[src/rtl/tt_acc_pkg.sv]
// Shared definitions for the accumulator core and its read-side companions.
package tt_acc_pkg;

    localparam int unsigned BYTE_W            = 8;
    localparam int unsigned ACC_WIDTH_DEFAULT = 64;

    typedef enum logic [1:0] {
        IDLE = 2'd0,
        SEND = 2'd1,
        CSUM = 2'd2
    } state_t;

endpackage

[src/rtl/acc_snapshot_reader.sv]
// Captures the accumulator into a shadow register and streams it MSB byte first over
// valid/ready, followed by one XOR checksum byte flagged with out_last.
module acc_snapshot_reader
    import tt_acc_pkg::*;
#(
    parameter int unsigned ACC_WIDTH = ACC_WIDTH_DEFAULT
) (
    input  logic                 clk,
    input  logic                 rst_n,
    input  logic [ACC_WIDTH-1:0] acc_data,
    input  logic                 snap_req,
    output logic [BYTE_W-1:0]    out_data,
    output logic                 out_valid,
    input  logic                 out_ready,
    output logic                 out_last,
    output logic                 busy,
    output logic                 overrun
);

    localparam int unsigned NBYTES = ACC_WIDTH / BYTE_W;
    localparam int unsigned CNT_W  = $clog2(NBYTES);
    localparam int unsigned IDX_W  = $clog2(ACC_WIDTH);

    localparam logic [CNT_W-1:0] LAST_CNT = CNT_W'(NBYTES - 1);

    state_t                 state_q, state_d;
    logic [ACC_WIDTH-1:0]   shadow_q, shadow_d;
    logic [CNT_W-1:0]       cnt_q, cnt_d;
    logic [BYTE_W-1:0]      csum_q, csum_d;
    logic                   overrun_q, overrun_d;
    logic [IDX_W-1:0]       msb_idx;
    logic                   beat;

    assign msb_idx = IDX_W'(ACC_WIDTH - 1 - BYTE_W * cnt_q);
    assign beat    = out_valid & out_ready;

    always_comb begin
        out_data  = '0;
        out_valid = 1'b0;
        out_last  = 1'b0;
        busy      = 1'b0;
        unique case (state_q)
            SEND: begin
                out_data  = shadow_q[msb_idx -: BYTE_W];
                out_valid = 1'b1;
                busy      = 1'b1;
            end
            CSUM: begin
                out_data  = csum_q;
                out_valid = 1'b1;
                out_last  = 1'b1;
                busy      = 1'b1;
            end
            default: ;
        endcase
    end

    assign overrun = overrun_q;

    always_comb begin
        state_d   = state_q;
        shadow_d  = shadow_q;
        cnt_d     = cnt_q;
        csum_d    = csum_q;
        overrun_d = overrun_q;
        unique case (state_q)
            IDLE: begin
                if (snap_req) begin
                    shadow_d  = acc_data;
                    cnt_d     = '0;
                    csum_d    = '0;
                    overrun_d = 1'b0;
                    state_d   = SEND;
                end
            end
            SEND: begin
                if (snap_req) overrun_d = 1'b1;
                if (beat) begin
                    csum_d = csum_q ^ out_data;
                    // Counter parks on the last index rather than wrapping.
                    if (cnt_q == LAST_CNT) begin
                        state_d = CSUM;
                    end else begin
                        cnt_d = cnt_q + 1'b1;
                    end
                end
            end
            CSUM: begin
                if (snap_req) overrun_d = 1'b1;
                if (beat) begin
                    state_d = IDLE;
                    cnt_d   = '0;
                end
            end
            default: state_d = IDLE;
        endcase
    end

    always_ff @(posedge clk or negedge rst_n) begin
        if (!rst_n) begin
            state_q   <= IDLE;
            shadow_q  <= '0;
            cnt_q     <= '0;
            csum_q    <= '0;
            overrun_q <= 1'b0;
        end else begin
            state_q   <= state_d;
            shadow_q  <= shadow_d;
            cnt_q     <= cnt_d;
            csum_q    <= csum_d;
            overrun_q <= overrun_d;
        end
    end

endmodule

[config.mk]
export PLATFORM = sky130hd
export DESIGN_NAME = acc_snapshot_reader
export DESIGN_NICKNAME = d
export VERILOG_FILES = /design/src/rtl/tt_acc_pkg.sv /design/src/rtl/acc_snapshot_reader.sv
export SDC_FILE = /design/constraint.sdc
export NUM_CORES = 1
export LEC_CHECK = 0
export CORE_ASPECT_RATIO = 1.2
export CORE_MARGIN = 4
export CORE_UTILIZATION = 46
export DETAILED_ROUTE_END_ITERATION = 6
export PLACE_DENSITY = 0.8
export SLEW_MARGIN = 20
export SYNTH_ARGS = -nofsm -noshare
export SYNTH_HDL_FRONTEND = slang
export SYNTH_SLANG_ARGS = --single-unit
[constraint.sdc]
create_clock -name clk -period 1.8 [get_ports clk]
set_input_delay 0.36 -clock clk [delete_from_list [all_inputs] [get_ports clk]]
set_output_delay 0.36 -clock clk [all_outputs]
set_load 0.01 [all_outputs]
# Yosys cells after proc, flatten, opt, wreduce, memory -nomap -nowiden
# Index checks and enable logic that the tools add are counted.
# word_totals
ff_bits,78
latch_bits,0
ram_bits,0
mem_bits_ro,0
inputBits,68
output_inout_bits,12
wordCells,48
memories,0
# classes
add_sub_neg,2
n_mul,0
n_div,0
order_cmp,0
n_eq_ne,9
shifts,1
muxes,19
bitwise_logic,2
n_reduce_logical,10
# ops
op,count
indexed part select 71 x 7 -> 8 bit,1
one-hot mux 8 bit (2 select lines),2
two-way mux 8 bit,2
two-way mux 3 bit,4
"!= test 2 bit, second input constant",5
one-hot mux 3 bit (3 select lines),1
two-way mux 2 bit,4
XOR 8 bit,1
one-hot mux 2 bit (3 select lines),1
AND reduction 3 bit,2
"subtractor 6 bit, first input constant",1
AND reduction 5 bit,1
two-way mux 1 bit,4
AND reduction 4 bit,1
nonzero test 2 bit,2
"adder 3 x 1 -> 3 bit, second input constant",1
"equality test 3 bit, second input constant",1
nonzero test 3 bit,1
"equality test 2 x 1 -> 1 bit, second input constant",1
"equality test 2 bit, second input constant",1
zero test 2 bit,1
"!= test 2 x 1 -> 1 bit, second input constant",1
one-hot mux 1 bit (2 select lines),1
AND reduction 2 bit,1
other kinds (2),2

# Logic depth before layout (Yosys ltp)
# logic_depth
depth_word,6
ltp_mapped,7
mapped_depth_nobuf,6

# Least setup slack after synthesis
# No wires, ideal clock.
# synth_path
path_kind,reg-to-output
startpoint,register cnt_q[0]
endpoint,output port out_data[1]
arrival_time_ps,1497
t_required_ps,1440
slack_ps,-57
stages_incl_launch_ff,7
n_path_buf,2
path_cell_list,dfrtp_1 buf_6 and2_1 buf_6 a222oi_1 a22oi_1 nor2b_1
# synth_via
elab_chain_cells,3
# synth_rtl
element,line,rtl
"start, declared",acc_snapshot_reader.sv:28,"logic [CNT_W-1:0] cnt_q, cnt_d;"
"start signal, assigned",acc_snapshot_reader.sv:109,cnt_q <= cnt_d;
subtractor 6 bit,acc_snapshot_reader.sv:34,assign msb_idx = IDX_W'(ACC_WIDTH - 1 - BYTE_W * cnt_q);
indexed part select 71 x 7 -> 8 bit,acc_snapshot_reader.sv:44,out_data = shadow_q[msb_idx -: BYTE_W];
one-hot mux 8 bit (2 select lines),acc_snapshot_reader.sv:42,unique case (state_q)
"end, declared",acc_snapshot_reader.sv:12,"output logic [BYTE_W-1:0] out_data,"
# No other way between the ends.

# Worst setup path after layout
# layout_path
startpoint,register cnt_q[2]
endpoint,output port out_data[7]
# Same word-level chain as after synthesis.

==> qor.csv <==
metric,value,unit
run status,"complete, but fails checks",
failing checks,setup timing,
unrepaired setup endpoints after global routing,yes,
critical path arrival,2150,ps
post-route clock period utilization,1.39,
Seq pwr share,0.323,
Synth async-reset ratio,1.00,
detailed-route wire length on metal 1,3840,um
largest stage delay on the critical path,460,ps
die span in x,92.0,um
part of the total power dissipated in the clock network,0.135,
clock tree buffer depth,2,
total standard cell area after synthesis,0.00390,sq mm
clock-pin slew on the worst setup and hold paths,90,ps
net switching power,3.49,mW
Final setup violation count,13,
global-route wire length before repair,15000,um
number of rows in the core area,36,
library cell contributing the largest single delay on the critical path,dfrtp_2,
routability congestion estimate from global placement,0.828,
# IOs,80,
vias in the first global route,3058,
final routed wirelength across all metal layers,9640,um
leak pwr,2.42,nW
met2 routed WL,5020,um
Design Power,9.92,mW
depth of the critical timing path with buffers and inverters included,7,
combinational fraction of design power,0.542,
cell internal pwr,6.43,mW
actual slew at the worst max-slew pin,479,ps
Num CTS Buffers,9,
synthesized netlist cell count,298,
global routing usage summed across all routing layers,0.194,
nature of the critical path startpoint,flop,
final net count,507,
share of total power consumed by net switching,0.351,
final global-route overflow total,0,
number of antenna cells inserted,0,
Crit. End Element,output port,
total count of hold-check failures in the final report,0,
average wire per standard cell,17.5,um
most instantiated library cell after synthesis,dfrtp_1,
count of H-tree levels built during CTS,3,
vertical die dimension,109,um
min setup slack post-route,-710,ps
amount of wire on met3 after detailed routing,501,um
ratio of routed vias to standard cells,5.36,
data required time at the worst endpoint,1440,ps
Port-buffer cells,79,
mean post-synth cell area,13.1,sq um
Setup TNS Final,-5070,ps
detailed placement HPWL,6730,um
Worst Path Max Fanout,8,
worst setup slack before clock tree synthesis,-632,ps
CTS tree,built,
source-to-sink clock delay at the later pin of the worst-skew pair,360,ps
synth warn,0,
Area growth syn-to-layout,43.5,%
placeable core area,0.00820,sq mm
top layer reached by signal wires,met4,
FMAX,0.398,GHz
top area cells in the synthesized netlist,"dfrtp_1 50%, mux2_2 19%, mux2i_1 8.2%, a222oi_1 2.1%, ha_1 1.9%",
crit path kind,reg -> out,
top post-synthesis cells by count,"78 x dfrtp_1, 66 x mux2_2, 32 x mux2i_1, 11 x nor2b_1",
iteration-0 DRC count of the detailed router,137,
DRC violations left,0,
"CP delay by family, top",buffers and inverters,
class of the tightest hold or removal check,in -> async,
"Top FF cell, synth",dfrtp_1,
ratio of cells with drive above 1 in the final layout,0.445,
Critical path buffers and inverters,3,
list of cells traversed by the critical path,buf_12 -> mux2i_4 -> a222oi_1 -> buf_4 -> a22oi_2 -> nor2b_1 -> buf_2,
area fraction of the dominant cell type after synthesis,0.501,
power density normalized to cell area,1770,mW/mm^2
number of maximum-capacitance violations,0,
number of antenna violations at the first check in global routing,0,
initial standard-cell utilization of the core,0.475,
pin count of the biggest net entering global routing,43,
Post-DRT Antenna Nets,0,
"EDFF count, synth",0,
Clock Root Buffer,clkbuf_8,
sequential cell area fraction in the yosys report,0.501,
"Distinct cells, synth",32,
number of flip-flops and latches in the synthesized netlist,78,
synthesized net count,372,
via count,2961,
count of clock tree sinks,78,
fin crit period,2510,ps
Peak supply drop,0.856,mV
relative slew slack,0.681,
"Slew Viols, Final",0,
Die ar.,0.0100,sq mm
first-pass detailed-route iteration total,5,
setup skew after layout,10.2,ps
cell taking the most area after synthesis,dfrtp_1,
Reg2Reg Depth,8,
[repair_timing]
action	4_1_cts	5_1_grt
buffers inserted	9	11
pin swaps	19	12
gates resized for setup	70	14
setup endpoints to repair	24	23
cloned	2	0
hold buffers	1	0
hold endpoints to repair	33	0
[power by group through the flow]
stage          Sequential [mW]  Combinational (mW)  Clock, mW
2_1_floorplan             2.98                3.02          0
3_3_place_gp              3.14                4.65          0
3_5_place_dp              3.17                4.80          0
4_1_cts                   3.18                5.13       1.36
5_1_grt                   3.29                5.77       1.42
6_report                  3.20                5.38       1.34
[worst paths after layout]
kind,startpoint,end,slack [ps]
setup / recovery,cnt_q[2],out_data[7],-710
hold / removal,rst_n,shadow_q[63],500
max in group asynchronous,rst_n,shadow_q[50],780
min in group clk,shadow_q[31],shadow_q[31],510
setup reg to reg,state_q[1],cnt_q[0],-140
hold reg to reg,shadow_q[31],shadow_q[31],510
[layer usage]
layer,vias up,track usage
li1,1379,-
met1,1477,0.226
met2,86,0.343
met3,19,0.0442
met4,0,0.0881
met5,-,0
[registers in the layout (all words and copies together), names as in the netlist]
| register | flops |
|---|---|
| cnt_q | 3 |
| state_q | 2 |
| shadow_q | 64 |
| overrun | 1 |
| csum_q | 8 |
[kinds of logic after synthesis]
logic type	after synthesis	share of synthesized area
mux	98	0.273
compound gates	48	0.107
simple gates	39	0.0552
flops	78	0.501
fa+ha+maj	6	0.0193
buf+inv	29	0.0449
[area by class of cell]
cell class              count  area (sq um)
repair buffers            143          1340
fillers                   615          2610
inverters                  10          37.5
multi-input cells         191          1920
clock buffers              11           141
clock inverters             5          58.8
flip-flops and latches     78          1950
well taps                 114           143
[per-stage QoR]
| step | util | cell area [sq um] | hold WS [ps] | instances |
|---|---|---|---|---|
| global placement | 0.627 | 5140 | 347 | 519 |
| global route | 0.682 | 5590 | 521 | 552 |
| detailed placement | 0.627 | 5140 | 350 | 519 |
| CTS | 0.672 | 5510 | 511 | 547 |
| finish | 0.682 | 5590 | 497 | 552 |
| floorplan | - | 3900 | 64.4 | 298 |
[layout by cell type, fill, tap and decap left out, types with 3 or more instances in the layout]
master           netlist  final
a211o_2                7      7
a21boi_0               8      8
a222oi_1               8      8
a22o_1                 3      3
a22oi_2                0      7
a32oi_1                8      7
buf_12                 1      8
buf_2                  7     10
buf_4                  1     52
buf_6                  5      5
clkbuf_8               0     10
clkdlybuf4s50_1        0     67
dfrtp_1               78     76
inv_1                 10      8
mux2_2                66     65
mux2i_1               32     29
nand2_1                9      8
nor2b_1               11      9
nor3_1                10      8
(Power assumes the default switching activity.)
